$ cat src/rtl/hazard_unit.sv
// hazard_unit: stall, flush and forwarding control for the 5-stage pipeline.
// Rev 1.0 - load-use bubbles, memory-wait freeze, branch flush, stall counter.
`default_nettype none

module hazard_unit #(
  parameter int LOAD_LAT = 1,
  parameter int CNT_W    = 16,
  parameter int REG_W    = 6
) (
  input  logic             clk,
  input  logic             CLR,
  input  logic [REG_W-1:0] RsD,
  input  logic [REG_W-1:0] RtD,
  input  logic [REG_W-1:0] RsE,
  input  logic [REG_W-1:0] RtE,
  input  logic [REG_W-1:0] WriteRegE,
  input  logic [REG_W-1:0] WriteRegM,
  input  logic [REG_W-1:0] WriteRegW,
  input  logic             RegWriteE,
  input  logic             RegWriteM,
  input  logic             RegWriteW,
  input  logic             MemtoRegE,
  input  logic             BranchTakenD,
  input  logic             MemBusyM,
  output logic             StallF,
  output logic             StallD,
  output logic             StallE,
  output logic             StallM,
  output logic             FlushD,
  output logic             FlushE,
  output logic [1:0]       ForwardAE,
  output logic [1:0]       ForwardBE,
  output logic [CNT_W-1:0] StallCycles
);

  typedef enum logic [0:0] {
    RUN      = 1'b0,
    LU_STALL = 1'b1
  } state_t;

  localparam logic [3:0] c_BUB_INIT = 4'(LOAD_LAT - 1);

  state_t           r_state, w_next_state;
  logic [3:0]       r_bub_cnt, w_next_bub;
  logic [CNT_W-1:0] r_stall_cycles;
  logic             w_lu_hit;
  logic             w_fwd_m_a, w_fwd_w_a, w_fwd_m_b, w_fwd_w_b;

  // Register 0 is hard-wired, so it can never be a hazard or forwarding source.
  assign w_lu_hit = MemtoRegE & RegWriteE & (WriteRegE != '0) &
                    ((WriteRegE == RsD) | (WriteRegE == RtD));

  assign w_fwd_m_a = RegWriteM & (WriteRegM != '0) & (WriteRegM == RsE);
  assign w_fwd_w_a = RegWriteW & (WriteRegW != '0) & (WriteRegW == RsE);
  assign w_fwd_m_b = RegWriteM & (WriteRegM != '0) & (WriteRegM == RtE);
  assign w_fwd_w_b = RegWriteW & (WriteRegW != '0) & (WriteRegW == RtE);

  always_comb begin
    w_next_state = r_state;
    w_next_bub   = r_bub_cnt;
    StallF       = 1'b0;
    StallD       = 1'b0;
    StallE       = 1'b0;
    StallM       = 1'b0;
    FlushD       = 1'b0;
    FlushE       = 1'b0;
    ForwardAE    = 2'b00;
    ForwardBE    = 2'b00;
    if (!CLR) begin
      FlushE = 1'b1;
    end else begin
      if (w_fwd_m_a)      ForwardAE = 2'b10;
      else if (w_fwd_w_a) ForwardAE = 2'b01;
      if (w_fwd_m_b)      ForwardBE = 2'b10;
      else if (w_fwd_w_b) ForwardBE = 2'b01;

      if (MemBusyM) begin
        // Whole pipe freezes; bubble sequencing resumes once memory is ready.
        StallF = 1'b1;
        StallD = 1'b1;
        StallE = 1'b1;
        StallM = 1'b1;
      end else if (r_state == LU_STALL) begin
        StallF     = 1'b1;
        StallD     = 1'b1;
        FlushE     = 1'b1;
        w_next_bub = r_bub_cnt - 4'd1;
        if (r_bub_cnt == 4'd1) w_next_state = RUN;
      end else if (w_lu_hit) begin
        StallF = 1'b1;
        StallD = 1'b1;
        FlushE = 1'b1;
        if (LOAD_LAT > 1) begin
          w_next_state = LU_STALL;
          w_next_bub   = c_BUB_INIT;
        end
      end else begin
        // A branch under any stall stays in ID and is re-evaluated later.
        FlushD = BranchTakenD;
      end
    end
  end

  always_ff @(posedge clk) begin
    if (!CLR) begin
      r_state        <= RUN;
      r_bub_cnt      <= 4'd0;
      r_stall_cycles <= '0;
    end else begin
      r_state   <= w_next_state;
      r_bub_cnt <= w_next_bub;
      if (StallD && !(&r_stall_cycles))
        r_stall_cycles <= r_stall_cycles + CNT_W'(1);
    end
  end

  assign StallCycles = r_stall_cycles;

endmodule

`default_nettype wire

$ cat config.mk
export PLATFORM = sky130hd
export DESIGN_NAME = hazard_unit
export DESIGN_NICKNAME = d
export VERILOG_FILES = /design/src/rtl/hazard_unit.sv
export SDC_FILE = /design/constraint.sdc
export NUM_CORES = 1
export LEC_CHECK = 0
export BUFFER_PORTS_ARGS = -buffer_cell sky130_fd_sc_hd__clkbuf_2
export CORE_MARGIN = 4
export CORE_UTILIZATION = 46
export DETAILED_ROUTE_END_ITERATION = 10
export HOLD_SLACK_MARGIN = 0.05
export PLACE_DENSITY = 0.88
export SLEW_MARGIN = 20
export SYNTH_ARGS = -nofsm -noshare
export SYNTH_HDL_FRONTEND = slang
export SYNTH_SLANG_ARGS = --single-unit
$ cat constraint.sdc
create_clock -name clk -period 3.48 [get_ports clk]
set_input_delay 0.696 -clock clk [delete_from_list [all_inputs] [get_ports clk]]
set_output_delay 0.696 -clock clk [all_outputs]
set_load 0.1 [all_outputs]
# --- Yosys cells after proc, flatten, opt, wreduce, memory -nomap -nowiden ---
# Index checks and enable logic that the tools add are counted.
totals:
  out_inout_bits: 26
  reg_bits: 21
  wordCells: 50
op_classes:
  n_bitwise: 11
  eq_ne: 7
  reduce_logical: 7
  n_mux: 20
  add_sub_neg: 2
op_table:
  columns: ["op", "n"]
  rows:
  - ["$eq 6x6->1", 6]
  - ["$reduce_bool 6->1", 3]
  - ["$add 16x1->16 const B", 1]
  - ["$mux 1", 16]
  - ["$reduce_and 16->1", 1]
  - ["$and 1x1->1", 9]
  - ["$mux 2", 4]
  - ["$eq 4x1->1 const B", 1]
  - ["$sub 4x1->4 const B", 1]
  - ["$reduce_and 2->1", 1]
  - ["$logic_and 1x1->1", 1]
  - ["$logic_not 1->1", 1]
  - ["$not 1->1", 1]
  - ["$or 1x1->1", 1]

# --- Depth between registers and ports, before layout ---
# Gate-level depths: netlist of the first run.
logic_depth:
  word_depth: 8
  mapped_depth: 8
  mapped_depth_nobuf: 6

# --- Worst setup path after synthesis of the first run ---
# OpenSTA, ideal clock, no wires.
synth_timing:
  path_kind: "input to output"
  start: "in WriteRegM[0]"
  end: "out ForwardAE[0]"
  stages: 4
  arrival_time_ns: 3.641
  setup_slack_ns: -0.857
  cell_sequence: "or4_1 -> o31ai_1 -> nor4_1 -> nor3_1"
synth_between:
  elab_chain_cells: 5
synth_lines:
  columns: ["element", "line", "rtl"]
  rows:
  - ["start, declared", "17", "input logic [REG_W-1:0] WriteRegM,"]
  - ["$reduce_bool 6->1", "53", "assign w_fwd_m_a = RegWriteM & (WriteRegM != '0) & (WriteRegM == RsE);"]
  - ["$and 1x1->1", "53", null]
  - ["$and 1x1->1 (*)", "53", null]
  - ["$mux 2 (*)", "72", "if (w_fwd_m_a) ForwardAE = 2'b10;"]
  - ["$mux 2 (*)", "69", "if (!CLR) begin"]
  - ["end, declared", "31", "output logic [1:0] ForwardAE,"]
# Mark *: on every way between the ends. The rest lies on a longest branch, timed or not.

# --- Worst setup path in the final report of the first run ---
layout_timing:
  start: "in WriteRegE[0]"
  end: "out FlushD"
layout_between:
  elab_chain_cells: 7
layout_lines:
  columns: ["element", "line", "rtl"]
  rows:
  - ["start, declared", "16", "input logic [REG_W-1:0] WriteRegE,"]
  - ["$eq 6x6->1 or $reduce_bool 6->1 (tied branches)", "51, 50", null]
  - ["$or 1x1->1 or $and 1x1->1 (tied branches)", "51, 50", null]
  - ["$and 1x1->1 (*)", "50", "assign w_lu_hit = MemtoRegE & RegWriteE & (WriteRegE != '0) &"]
  - ["$mux 1 (*)", "89", "end else if (w_lu_hit) begin"]
  - ["$mux 1 (*)", "83", "end else if (r_state == LU_STALL) begin"]
  - ["$mux 1 (*)", "77", "if (MemBusyM) begin"]
  - ["$mux 1 (*)", "69", null]
  - ["end, declared", "29", "output logic FlushD,"]
# Marks and branches as above.

==> impl_metrics.py, run 1 <==
metrics = {
    "status": {
        "status": "completed",
    },
    "clocking": {
        "post_cts_resized": 0,
        "clkTransAtPathRegs_ps": 120,
        "cts_buffer_depth": 2,
        "root_buffer": "clkbuf_4",
        "cts.sinks": 21,
        "clk_latency_ps": 320,
        "h-tree-depth": 1,
        "cts_inserted_buffers": 3,
        "hold_buffers": 0,
        "cts_tree": "built",
        "cts_setup_buffers": 0,
    },
    "placement": {
        "io_buffers": 75,
        "placed_cells": 307,
        "place_congestion": 0.836,
        "dp_hpwl_mm": 3.35,
    },
    "floorplanning": {
        "row_count": 21,
        "io_pins": 76,
        "die_w_um": 66.7,
        "initial_core_util_pct": 47.5,
        "core_um2": 3340,
        "die_h_um": 66.7,
        "die-area_um2": 4450,
    },
    "power_and_ir_drop": {
        "vdd_drop_max_mv": 0.125,
        "power_uw": 528,
        "power_density_nw_per_um2": 255,
        "p_leak_nw": 0.812,
    },
    "timing": {
        "slew_violations": 0,
        "worst_pin_slew_ps": 621,
        "fmax_ghz": 0.306,
        "fin_crit_sh_pct": 93.8,
        "rsz0062_at_grt": "no",
        "finalHoldViolations": 0,
        "min_period_ps": 3260,
        "holdWs_ps": 497,
        "setup_violations": 0,
        "skew_ps": 0.944,
        "relSlewSlack_pct": 58.1,
    },
    "routing": {
        "wl_per_cell_um": 13.2,
        "drt-vias-per-instance": 5.41,
        "drt.antenna.violating_nets": 0,
        "firstDrtPassIters": 4,
        "drtIter0Drc": 72,
        "wl_mm": 4.11,
        "vias": 1683,
        "drc_errors": 0,
    },
    "synth": {
        "yosysWarningCount": 0,
        "ys.flop_type": "dfxtp_1",
        "syn-num-nets": 247,
        "ys_types": 37,
        "yosysTopAreaCellShare_pct": 26.5,
        "yosys-top-cells-area": "dfxtp_1 27%, xnor2_1 14%, xor2_1 7.7%, o31ai_1 5.2%, or4_1 5.2%",
        "synth_edf_count": 0,
        "ys_ff_latch": 21,
        "syn_area_um2": 1590,
        "synth-seq-area-share_pct": 26.5,
        "postSynthAreaPerCell_um2": 8.17,
        "yosysTopAreaCell": "dfxtp_1",
        "syn_inst": 194,
        "ys_async_sr_fraction_pct": 0,
    },
    "setup_path": {
        "cp.required_ps": 2780,
        "crit_arrival_ps": 2570,
        "worst_path_max_delay_cell": "or4_1",
        "startpoint_type": "primary input",
        "cpPeakStageDelay_ps": 530,
        "cp_max_fo": 5,
        "path_class": "primary input to output port",
        "end_kind": "output port",
        "cp_cell_sequence": "clkbuf_2 -> or4_1 -> o311a_1 -> a211oi_2 -> and3_2 -> buf_12",
    },
    "final_layout": {
        "drive_gt1_share_pct": 33.2,
        "syn_to_final_growth_pct": 30.7,
        "diodes": 0,
        "final-instance-count-excl-fill": 311,
        "multiInputGateArea_um2": 1110,
        "nets": 319,
        "fillers": 305,
        "ff_latch_area_um2": 420,
    },
    "worst_hold_path": {
        "hp-class": "flop to flop",
    },
    "global_route": {
        "grt_pass1_vias": 1567,
        "antenna_found_initial": 0,
        "grt_start_max_net_pins": 26,
        "grtUsageTotal_pct": 19.2,
        "gr-total-overflow": 0,
        "grt_pass1_wl_mm": 6.68,
    },
    "flow_run": {
        "drv_cap": 0,
    },
}
[cells by family after synthesis]
kind of cell	count (synthesis)	synth area share (%)
xor gates and xnor gates	39	21.5
and+or+nand+nor	80	28.3
DFF	21	26.5
muxes	4	2.53
adders and majority gates	3	2.37
AOI/OAI and AO/OA	32	14.0
buffers and inverters	15	4.81
[synth_stat cells (2+ instances only)]
cell type and number:
a21oi_1 10, and2_1 3, and3_1 3, buf_4 3
clkbuf_1 4, dfxtp_1 21, ha_1 3, inv_1 5
mux2i_1 4, nand2_1 13, nand2b_1 6, nand3_1 11
nand4_1 6, nor2_1 8, nor3_1 5, nor4_1 8
o21a_1 2, o311a_1 2, o311ai_0 2, o31ai_1 11
or4_1 11, xnor2_1 25, xor2_1 14
[layout make-up]
class	instances	share of cell area (%)
Timing Repair Buffer	77	21.3
Multi-Input combinational cell	158	53.4
Clock inverter	1	0.242
Tap cell	46	2.78
Clock buffer	3	1.09
Sequential cell	21	20.3
Inverter	5	0.906
[path summary, 6_finish.rpt]
| path | from | endpoint | slack (ps) | cells after the start |
|---|---|---|---|---|
| min | StallCycles[15] | StallCycles[15] | 500 | 2 |
| max reg2reg | StallCycles[0] | StallCycles[1] | 1530 | 6 |
| min reg2reg | StallCycles[15] | StallCycles[15] | 500 | 2 |
| max | WriteRegE[0] | FlushD | 220 | 6 |
[stage by stage]
step | utilization, % | setup TNS [ps] | instance area, um2 | setup slack, ps
global route | 62.1 | 0 | 2070 | 148
CTS | 62.1 | 0 | 2070 | 189
global placement | 61.3 | 0 | 2040 | 234
detailed placement | 61.3 | 0 | 2040 | 189
floorplan | - | -16.7 | 1600 | -16.7
finish | 62.1 | 0 | 2070 | 217
[report_power, final]
part / internal, mW / switching, mW
clock network: 0.0431 / 0.0800
registers: 0.242 / 0.00216
logic: 0.0620 / 0.0984
total: 0.347 / 0.181
[layout by cell type, fill, tap and decap left out, drive strengths merged]
cell type	n
nor3b	1
nor2	8
xnor2	25
a211oi	2
o22ai	1
or4	11
a21oi	10
ha	3
dfxtp	21
or3	1
inv	5
clkinv	1
nor3	5
o311a	2
xor2	14
and3	3
or2	1
nor2b	1
nor4b	1
and2	3
o311ai	2
nand3	11
nand2	13
o31ai	11
clkbuf	73
buf	7
mux2i	4
nand4	6
and4	1
o21ai	2
nand2b	6
nor4	8
o21a	2
[state kept, by name, indices dropped and copies added (netlist names)]
| signal | cells |
|---|---|
| StallCycles | 16 |
| r_bub_cnt | 4 |
| r_state | 1 |
[layer usage]
metal  GRT usage [%]  share of wire [%]
met1            22.6                 40
met2            33.7                 48
met3            3.37                 10
met4            8.63                2.1
met5               0                  0
[critical path, delay by kind of cell]
kind	cells	cell delay (ps)
AOI/OAI and AO/OA	2	770
and+or+nand+nor	2	810
buffers and inverters	2	280
Note: power is estimated with default switching activity, not from simulation.
==> run 2, diff against run 1 <==
- CORE_UTILIZATION: 46 -> 48
- CTS_BUF_LIST: unset -> sky130_fd_sc_hd__clkbuf_4
- PLACE_DENSITY: 0.88 -> 0.91
==> impl_metrics.py, run 2 (synthesis results as in run 1) <==
metrics = {
    "global_route": {
        "grt_pass1_vias": 1677,
        "grtUsageTotal_pct": 20.6,
        "grt_start_max_net_pins": 20,
        "antenna_found_initial": 0,
        "grt_pass1_wl_mm": 7.18,
        "gr-total-overflow": 0,
    },
    "clocking": {
        "cts_inserted_buffers": 3,
        "cts_tree": "built",
        "root_buffer": "clkbuf_4",
        "clk_latency_ps": 310,
        "cts_setup_buffers": 0,
        "post_cts_resized": 0,
        "clkTransAtPathRegs_ps": 110,
        "hold_buffers": 0,
        "cts.sinks": 21,
        "h-tree-depth": 1,
        "cts_buffer_depth": 2,
    },
    "final_layout": {
        "nets": 322,
        "final-instance-count-excl-fill": 312,
        "largest_reg_flops": 16,
        "fillers": 275,
        "drive_gt1_share_pct": 34.0,
        "diodes": 0,
        "mostFrequentLayoutCell": "clkbuf_2",
        "layout_common_cells": "70 x clkbuf_2, 25 x xnor2_1, 21 x dfxtp_1",
        "syn_to_final_growth_pct": 32.0,
    },
    "floorplanning": {
        "initial_core_util_pct": 51.1,
        "die_h_um": 65.5,
        "die_w_um": 65.5,
        "io_pins": 76,
        "row_count": 20,
        "core_um2": 3100,
        "die-area_um2": 4290,
    },
    "timing": {
        "setup_violations": 0,
        "fmax_ghz": 0.307,
        "setup_ws_ps": 223,
        "finalHoldViolations": 0,
        "fin_crit_sh_pct": 93.6,
        "setup_tns_ps": 0,
        "rsz0062_at_grt": "no",
        "skew_ps": 14.5,
        "min_period_ps": 3260,
        "slew_violations": 0,
        "worst_pin_slew_ps": 610,
        "relSlewSlack_pct": 58.8,
    },
    "placement": {
        "place_congestion": 0.818,
        "io_buffers": 75,
        "pre_cts_ws_ps": 237,
        "placed_cells": 308,
        "dp_hpwl_mm": 3.44,
    },
    "worst_hold_path": {
        "hold_end": "r_state",
        "hp-class": "flop to flop",
        "holdPathStages": 2,
        "hold_start": "r_state",
    },
    "status": {
        "status": "completed",
    },
    "routing": {
        "drc_errors": 0,
        "vias": 1729,
        "drt.antenna.violating_nets": 0,
        "drt-vias-per-instance": 5.54,
        "firstDrtPassIters": 4,
        "wl_per_cell_um": 13.4,
        "drtIter0Drc": 50,
        "wl_mm": 4.17,
    },
    "setup_path": {
        "cp_max_fo": 4,
        "cp.required_ps": 2780,
        "path_class": "primary input to output port",
        "r2r-end": "StallCycles[1]",
        "r2r_cells": 6,
        "r2r_start": "StallCycles[0]",
        "regToRegSetupSlack_ps": 1600,
        "crit_arrival_ps": 2560,
        "end_kind": "output port",
        "startpoint_type": "primary input",
    },
    "flow_run": {
        "drv_cap": 0,
    },
    "power_and_ir_drop": {
        "power_density_nw_per_um2": 251,
        "p_leak_nw": 0.826,
        "vdd_drop_max_mv": 0.132,
    },
}
-- run 2: how the worst max path moves through the flow --
stage	from	end	slack [ps]
after floorplan	WriteRegM[0]	ForwardAE[0]	-20
after global placement	WriteRegE[0]	FlushD	260
after detailed placement	WriteRegE[0]	StallD	240
after CTS	WriteRegE[0]	StallD	230
after global routing	WriteRegE[0]	StallD	140
final	WriteRegE[0]	StallD	220
-- run 2: layer usage --
metal | GRT usage, % | share of wire, %
met1 | 24.9 | 42
met2 | 37.3 | 49
met3 | 3.93 | 8.4
met4 | 4.66 | 0.74
met5 | 0 | 0
-- run 2: final cells by class --
class | instances | area, um2 | share of cell area (%)
clock buffers | 3 | 22.5 | 1.08
clock inverters | 1 | 5.00 | 0.239
inverters | 5 | 18.8 | 0.897
multi-input cells | 158 | 1110 | 52.9
flip-flops and latches | 21 | 420 | 20.1
well taps | 44 | 55.1 | 2.63
repair buffers | 80 | 463 | 22.1
-- run 2: stage by stage --
stage	cell area, um2	hold WS, ps	total power, mW	utilization [%]
2_1_floorplan	1600	447	0.352	-
3_3_place_gp	2060	458	0.410	66.5
3_5_place_dp	2060	466	0.414	66.5
4_1_cts	2090	484	0.528	67.4
5_1_grt	2090	518	0.553	67.4
6_report	2090	484	0.526	67.4
-- run 2: critical path: stages --
cell,delay [ps]
clkbuf_2,110
or4_1,520
o311a_1,320
a211oi_2,450
buf_4,200
nor2_2,60
buf_12,200
-- run 2: where the power goes --
part           switching, mW  total (mW)  internal [mW]
clock                 0.0744       0.117         0.0429
sequential           0.00227       0.244          0.242
combinational         0.0995       0.164         0.0645
==> run 3, diff against run 2 <==
- PLACE_DENSITY: 0.91 -> 0.83
- SLEW_MARGIN: 20 -> 10
==> impl_metrics.py, run 3 (synthesis results as in run 1) <==
metrics = {
    "flow_run": {
        "drv_cap": 0,
    },
    "timing": {
        "skew_ps": 7.52,
        "worst_pin_slew_ps": 631,
        "setup_tns_ps": 0,
        "holdWs_ps": 488,
        "setup_violations": 0,
        "relSlewSlack_pct": 57.7,
        "rsz0062_at_grt": "no",
        "finalHoldViolations": 0,
        "fin_crit_sh_pct": 90.7,
        "slew_violations": 0,
        "min_period_ps": 3160,
        "fmax_ghz": 0.317,
    },
    "floorplanning": {
        "io_pins": 76,
        "row_count": 20,
        "die_h_um": 65.5,
        "die-area_um2": 4290,
        "core_um2": 3100,
        "die_w_um": 65.5,
        "initial_core_util_pct": 51.1,
    },
    "clocking": {
        "cts_buffer_depth": 2,
        "clk_latency_ps": 300,
        "h-tree-depth": 1,
        "cts_setup_buffers": 0,
        "cts.sinks": 21,
        "post_cts_resized": 0,
        "clkTransAtPathRegs_ps": 120,
        "cts_tree": "built",
        "hold_buffers": 0,
        "cts_inserted_buffers": 3,
        "root_buffer": "clkbuf_4",
    },
    "global_route": {
        "grt_start_max_net_pins": 19,
        "grtUsageTotal_pct": 21.6,
        "grt_pass1_vias": 1646,
        "antenna_found_initial": 0,
        "grt_pass1_wl_mm": 7.33,
        "gr-total-overflow": 0,
    },
    "power_and_ir_drop": {
        "vdd_drop_max_mv": 0.132,
        "power_uw": 536,
        "p_leak_nw": 0.830,
        "power_density_nw_per_um2": 255,
    },
    "routing": {
        "drt.antenna.violating_nets": 0,
        "wl_per_cell_um": 14.2,
        "wl_mm": 4.45,
        "drtIter0Drc": 110,
        "vias": 1712,
        "firstDrtPassIters": 4,
        "drt-vias-per-instance": 5.47,
        "drc_errors": 0,
    },
    "setup_path": {
        "worst_path_max_delay_cell": "or4_1",
        "startpoint_type": "primary input",
        "path_class": "primary input to output port",
        "cp_max_fo": 15,
        "crit_arrival_ps": 2460,
        "crit_buf_inv": 3,
        "cp_top_family": "compound AO/OA/AOI/OAI gates",
        "end_kind": "output port",
        "cp_cell_sequence": "clkbuf_2 -> or4_1 -> o311a_1 -> a211oi_2 -> buf_4 -> nor2_2 -> buf_12",
        "cp.required_ps": 2780,
        "cpPeakStageDelay_ps": 510,
    },
    "final_layout": {
        "ff_latch_area_um2": 420,
        "fillers": 286,
        "multiInputGateArea_um2": 1110,
        "syn_to_final_growth_pct": 32.4,
        "mostFrequentLayoutCell": "clkbuf_2",
        "nets": 323,
        "final-instance-count-excl-fill": 313,
        "layout_common_cells": "71 x clkbuf_2, 25 x xnor2_1, 21 x dfxtp_1",
        "largest_reg_flops": 16,
        "diodes": 0,
        "final_cell_area_um2": 2100,
        "drive_gt1_share_pct": 34.2,
    },
    "placement": {
        "placed_cells": 309,
        "dp_hpwl_mm": 3.66,
        "post_dp_cell_area_um2": 2070,
        "place_congestion": 0.934,
        "io_buffers": 75,
    },
    "status": {
        "status": "completed",
    },
    "worst_hold_path": {
        "hp-class": "flop to flop",
    },
}
run 3: changes by cell type in the layout (fill, tap and decap cells not counted):
cell and delta:
clkinv_2 -1, clkbuf_4 +1, clkbuf_2 +1
run 3: path summary, 6_finish.rpt:
kind / start / endpoint / slack [ps] / depth (start not counted)
max: WriteRegE[0] / StallD / 320 / 7
min: StallCycles[9] / StallCycles[9] / 490 / 2
max reg2reg: StallCycles[0] / StallCycles[1] / 1400 / 6
min reg2reg: StallCycles[9] / StallCycles[9] / 490 / 2
run 3: final cells by class:
| class | instances | area share, % |
|---|---|---|
| multi-input cells | 158 | 52.7 |
| inverters | 5 | 0.894 |
| clock buffers | 4 | 1.43 |
| repair buffers | 81 | 22.3 |
| well taps | 44 | 2.62 |
| flip-flops and latches | 21 | 20.0 |
run 3: routing by layer:
metal | GRT usage, % | wire [um]
met1 | 24.5 | 1730
met2 | 39.7 | 2320
met3 | 3.59 | 276
met4 | 8.55 | 121
met5 | 0 | 0
run 3: tightest hold or removal path, stage by stage, from the launching register on:
cell and delay (ps):
dfxtp_1 350, nand2_1 60, mux2i_1 50
run 3: metrics by stage:
step | setup WS, ps | utilization, %
6_report | 325 | 67.7
5_1_grt | 243 | 67.7
4_1_cts | 314 | 67.7
3_5_place_dp | 313 | 66.7
3_3_place_gp | 367 | 66.7
2_1_floorplan | -16.7 | -
run 3: report_power, final:
part           internal [mW]  total [mW]  leakage (nW)  switching [mW]
logic                 0.0651       0.167         0.642           0.102
registers              0.242       0.245         0.169         0.00262
clock network         0.0524       0.124        0.0184          0.0716
